### config.mk
export PLATFORM = sky130hd
export DESIGN_NAME = serial_mux_addsub
export DESIGN_NICKNAME = d
export VERILOG_FILES = /design/src/rtl/serial_mux_addsub.sv
export SDC_FILE = /design/constraint.sdc
export NUM_CORES = 1
export LEC_CHECK = 0
export CORE_MARGIN = 5
export CORE_UTILIZATION = 35
export DETAILED_ROUTE_END_ITERATION = 8
export HOLD_SLACK_MARGIN = 0.02
export PLACE_DENSITY = 0.66
export SETUP_SLACK_MARGIN = 0.15
export SKIP_LAST_GASP = 1
export SYNTH_ARGS = -nofsm -noshare
export SYNTH_HDL_FRONTEND = slang
export SYNTH_SLANG_ARGS = --single-unit
### constraint.sdc
create_clock -name clk -period 2.1 [get_ports clk]
set_input_delay 0.42 -clock clk [delete_from_list [all_inputs] [get_ports clk]]
set_output_delay 0.42 -clock clk [all_outputs]
set_load 0.05 [all_outputs]
### src/rtl/serial_mux_addsub.sv
// serial_mux_addsub
//   Multi-cycle adder/subtractor. Each cycle, BPC bits (LSB first) run through
//   a ripple of full-adder cells built only from 2:1 muxes. The carry is held
//   in a register between cycles, so one operation takes N = WIDTH/BPC cycles.
//
// Ports
//   clk      : rising-edge clock
//   rst_n    : asynchronous active-low reset
//   start    : operation request, sampled only while busy = 0
//   a, b     : operands, captured on the accepted start
//   cin      : carry-in (add) / borrow-in (sub), captured on start
//   sub      : 0 -> a + b + cin, 1 -> a - b - cin, captured on start
//   busy     : high while an operation is in progress
//   done     : one-cycle pulse when sum/cout/overflow update
//   sum      : registered result (modulo 2^WIDTH)
//   cout     : registered carry-out (sub: 1 = no borrow)
//   overflow : registered signed overflow
module serial_mux_addsub #(
   parameter int WIDTH = 8,
   parameter int BPC   = 1
) (
   input  logic             clk,
   input  logic             rst_n,
   input  logic             start,
   input  logic [WIDTH-1:0] a,
   input  logic [WIDTH-1:0] b,
   input  logic             cin,
   input  logic             sub,
   output logic             busy,
   output logic             done,
   output logic [WIDTH-1:0] sum,
   output logic             cout,
   output logic             overflow
);

   localparam int N  = WIDTH / BPC;
   localparam int CW = (N > 1) ? $clog2(N) : 1;
   localparam logic [CW-1:0] LAST = CW'(N - 1);

   localparam logic IDLE = 1'b0;
   localparam logic RUN  = 1'b1;

   if (WIDTH < 2 || BPC < 1 || (WIDTH % BPC) != 0) begin : g_param_err
      $error("serial_mux_addsub: WIDTH must be >= 2 and a multiple of BPC");
   end

   function automatic logic mux2(input logic sel, input logic d0, input logic d1);
      return sel ? d1 : d0;
   endfunction

   logic             state;
   logic [WIDTH-1:0] a_sh;
   logic [WIDTH-1:0] b_sh;
   logic [WIDTH-1:0] res_sh;
   logic             carry;
   logic [CW-1:0]    cnt;

   // Mux-only ripple over the current slice.
   //   p  = a ^ b      : select between a and ~a on b
   //   s  = p ^ c      : select between c and ~c on p
   //   co = p ? c : a  : when a == b the carry equals a, otherwise it propagates c
   logic [BPC:0]   rc;
   logic [BPC-1:0] rs;
   logic [BPC-1:0] rp;

   always_comb begin
      rc    = '0;
      rs    = '0;
      rp    = '0;
      rc[0] = carry;
      for (int i = 0; i < BPC; i++) begin
         rp[i]   = mux2(b_sh[i], a_sh[i], ~a_sh[i]);
         rs[i]   = mux2(rp[i], rc[i], ~rc[i]);
         rc[i+1] = mux2(rp[i], a_sh[i], rc[i]);
      end
   end

   // Slice sum bits enter at the top; after N slices the result is aligned.
   logic [WIDTH-1:0] res_next;
   if (BPC == WIDTH) begin : g_full
      assign res_next = rs;
   end else begin : g_part
      assign res_next = {rs, res_sh[WIDTH-1:BPC]};
   end

   always_ff @(posedge clk or negedge rst_n) begin
      if (!rst_n) begin
         state    <= IDLE;
         a_sh     <= '0;
         b_sh     <= '0;
         res_sh   <= '0;
         carry    <= 1'b0;
         cnt      <= '0;
         busy     <= 1'b0;
         done     <= 1'b0;
         sum      <= '0;
         cout     <= 1'b0;
         overflow <= 1'b0;
      end else begin
         done <= 1'b0;
         case (state)
            IDLE: begin
               if (start) begin
                  // Subtraction is a + ~b + ~cin, so invert b and seed the carry.
                  a_sh  <= a;
                  b_sh  <= sub ? ~b : b;
                  carry <= sub ^ cin;
                  cnt   <= '0;
                  busy  <= 1'b1;
                  state <= RUN;
               end
            end
            default: begin
               a_sh   <= a_sh >> BPC;
               b_sh   <= b_sh >> BPC;
               res_sh <= res_next;
               carry  <= rc[BPC];
               cnt    <= cnt + CW'(1);
               if (cnt == LAST) begin
                  // rc[BPC-1] is the carry into bit WIDTH-1 on the final slice.
                  sum      <= res_next;
                  cout     <= rc[BPC];
                  overflow <= rc[BPC] ^ rc[BPC-1];
                  done     <= 1'b1;
                  busy     <= 1'b0;
                  state    <= IDLE;
               end
            end
         endcase
      end
   end

endmodule

==> Word level (Yosys, flattened, before mapping) <==
Cells that the tools add are included.
{ "word_totals": {"regBits": 41, "input_bits": 21, "out_inout_bits": 12} }
{ "op_classes": {"add_sub_neg": 1, "eq_ne": 2, "muxes": 20, "n_bitwise": 5, "n_reduce_logical": 3} }
{ "op_table": {"columns": ["op", "count"], "rows": [
  ["two-way mux 8 bit", 5],
  ["two-way mux 1 bit", 13],
  ["NOT 8 bit", 1],
  ["two-way mux 3 bit", 2],
  ["AND reduction 2 bit", 2],
  ["adder 3 x 1 -> 3 bit, second input constant", 1],
  ["equality test 3 bit, second input constant", 1],
  ["inequality test 2 x 1 -> 1 bit, second input constant", 1],
  ["NOT 1 bit", 2],
  ["nonzero test 2 bit", 1],
  ["bitwise XOR 1 bit", 2]
]} }

==> Depth between registers and ports, before layout <==
{ "logic_depth": {"word_depth": 4, "ltp_mapped": 6, "depth_no_buf": 5} }

==> Least setup slack after synthesis <==
OpenSTA, ideal clock, no wires.
{ "synth_path": {"kind": "reg-to-reg", "start": "register cnt[0]", "end": "register sum[0]", "setup_time_ps": 125, "t_arrival_ps": 1287, "path_slack_ps": 689, "stages_incl_launch_ff": 6, "path_buffers": 1, "synth_period_minus_slack_ps": 1411, "path_cell_list": "dfrtp_1 -> ha_1 -> ha_1 -> nand2_2 -> buf_6 -> mux2_2"} }
{ "synth_via": {"elab_chain_len": 2} }
{ "synth_lines": {"columns": ["item", "line", "source"], "rows": [
  ["from (decl)", "56", "logic [CW-1:0] cnt;"],
  ["from (signal assigned)", "118", "cnt <= cnt + CW'(1);"],
  ["equality test 3 bit", "119", "if (cnt == LAST) begin"],
  ["AND reduction 2 bit (no line)", null, null],
  ["to (signal assigned)", "121", "sum <= res_next;"],
  ["to (decl)", "31", "output logic [WIDTH-1:0] sum,"]
]} }
Every way passes these cells.
A chain may end at the register's enable or synchronous reset.

==> Final worst setup path <==
{ "layout_path": {"start": "register overflow", "end": "output overflow"} }
{ "layout_lines": {"columns": ["item", "line", "source"], "rows": [
  ["from (decl)", "33", "output logic overflow"],
  ["from (signal assigned)", "123", "overflow <= rc[BPC] ^ rc[BPC-1];"]
]} }
No word-level cell between the ends.

==> impl_metrics.yaml <==
global_routing:
  grt_overflow_total: 0
  antenna_found_initial: 0
  grt_start_max_net_pins: 41
  grt_pass1_vias: 1180
  grtUsageTotal_pct: 11.08
  grt_first_pass_wirelength_mm: 5.602
job:
  cap_viol_max_count: 0
sta:
  setup_slack_ps: 223.1
  final-hold-violation-count: 0
  max_clock_freq_mhz: 532.8
  setup_tns_ps: 0
  relSlewSlack_pct: 66.14
  whs_ps: 183.0
  worst_pin_slew_ps: 506.3
  min_period_ps: 1877
  rsz0062_at_grt: "false"
  min_period_over_period_pct: 89.38
  fin_worst_skew_ps: 2.816
  finalSetupViolCount: 0
  drv_slew: 0
cts:
  tritoncts: "yes"
  root_buffer: "clkbuf_8"
  cts_setup_buffers: 0
  cts_buffer_depth: 2
  clock_latency_ps: 280
  cts-htree-levels: 2
  path_clk_slew_ps: 70
  postCtsHoldBufs: 0
  cts.repair.resized: 0
  cts.sinks: 40
  numCtsBuffers: 5
floorplanning:
  die_area_um2: 6626
  core_um2: 5042
  initial_core_util_pct: 35.38
  ios: 33
  die_w_um: 81.40
  rows: 26
  dieHeight_um: 81.40
place:
  pre_cts_slack_ps: 303.5
  portBuffers: 32
  routabilityCongestion: 0.7463
  dp_hpwl_mm: 2.325
  placed_cell_area_um2: 2162
  placedCellCount: 242
synth:
  synth_nets: 169
  ys_warn_count: 0
  ys_types: 23
  netlist_area_um2: 1784
  ys_ff_latch: 40
  synthCells: 145
  synth_area_leader_cell: "dfrtp_1"
  ys_seq_area_share_pct: 56.10
  synth.area.top_cells: "dfrtp_1 (56%), mux2i_1 (9.5%), mux2_2 (9.5%)"
  synth_area_per_cell_um2: 12.30
  yosys.area.top_type_share_pct: 56.10
critical_path:
  path_cells: "clkdlybuf4s50_1"
  cpPeakStageDelay_ps: 810
  path_delay_family: "buffers and inverters"
  crit_arrival_ps: 1460
  critPathBufInv: 1
  critPathMaxFanout: 2
  cp-end-kind: "output pin"
  crit_path_top_delay_cell: "clkdlybuf4s50_1"
  critical_path_class: "flop to output pin"
  startpoint_type: "flop"
  cp.required_ps: 1680
power:
  leakage_nw: 1.057
  seqPwrFrac_pct: 41.8
  switching_power_mw: 1.184
  power_density_nw_per_um2: 1391
  p_int_mw: 1.955
  power_frac_comb_pct: 42.0
  switching_share_pct: 37.73
  clkPwrFrac_pct: 16.2
  peakVddDrop_uv: 441.0
  power_mw: 3.139
finish:
  layout_common_cells: "dfrtp_1 (40), clkdlybuf4s50_1 (29), mux2i_1 (17)"
  multiInputGateArea_um2: 720.7
  nets: 203
  postLayoutCellArea_um2: 2257
  drive_above_1_share_pct: 16.67
  seq_area_um2: 1001
  layout_commonest_cell: "dfrtp_1"
  diodes: 0
  postLayoutCoreUtil_pct: 44.76
  instances_no_fill: 250
  syn2layout_area_growth_pct: 26.51
  num-fill-cells: 471
detailed_routing:
  first_iter_violations: 31
  vias: 1120
  ant_nets: 0
  drc: 0
  viasPerCell: 4.480
  first_pass_iters: 4
  drt-total-wl_mm: 3.161
  routedWlPerCell_um: 12.64
status:
  run_status: "complete, no violations"
worst_hold_path:
  hp-class: "input pin to async pin"
## worst paths after layout
path / end / slack, ps / start / cells past startpoint
worst max-delay path: overflow / 220 / overflow / 1
worst min-delay path: sum[4] / 180 / rst_n / 2
worst max register to register: sum[7] / 570 / cnt[0] / 5
worst min register to register: a_sh[2] / 490 / a_sh[3] / 2
max in group asynchronous: res_sh[1] / 1570 / rst_n / 2
min in group clk: a_sh[2] / 490 / a_sh[3] / 2
## kinds of logic after synthesis
kind of cell	synth area share, %
flops	56.10
mux	19.85
simple gates	5.891
compound gates	6.522
xor+xnor	5.400
buf+inv	3.506
fa+ha+maj	2.735
## power by group through the flow
stage	Combinational (mW)	Sequential, mW	Clock (mW)
floorplan	0.669	1.60	0
global placement	1.29	1.31	0
detailed placement	1.34	1.33	0
CTS	1.35	1.32	0.539
global route	1.44	1.37	0.573
finish	1.32	1.31	0.509
## synth_stat cells
master and instances:
a22o_1 2, buf_4 3, nand2b_1 1, o21ai_0 16, a211oi_1 1, inv_1 2
o22ai_1 1, xnor2_1 3, mux2_4 1, nand2_2 1, a21oi_1 1, nand2_1 16
mux2_2 15, nor2_1 6, buf_6 1, buf_2 2, xor2_1 8, and3b_2 1
mux2i_1 17, ha_1 3, clkbuf_1 3, maj3_2 1, dfrtp_1 40
## cell type report
class / count / share of cell area (%)
timing repair buffer: 36 / 15.52
clock buffer: 8 / 3.991
tap: 70 / 3.880
multi-input combinational: 94 / 31.93
inverter: 2 / 0.3326
sequential: 40 / 44.35
## state kept, by name (all words and copies together), names as in the netlist
signal	count
busy	1
sum	8
carry	1
state	1
done	1
cout	1
res_sh	7
overflow	1
cnt	3
b_sh	8
a_sh	8
## layer usage
layer  part of all wire (%)  wire length (µm)  GRT usage, %  vias up
li1                       -                 -             -      558
met1                     46              1441         14.28      523
met2                     47              1471         17.35       33
met3                    6.9               218         4.545        6
met4                   0.92                29         2.534        0
met5                      0                 0             0        -
## worst reg2reg max path: stages, from the launching register on
cell and delay [ps]:
dfrtp_1 400, ha_1 230, ha_1 190, nand2_2 210, inv_1 120, mux2_2 280
(Power assumes the default switching activity.)
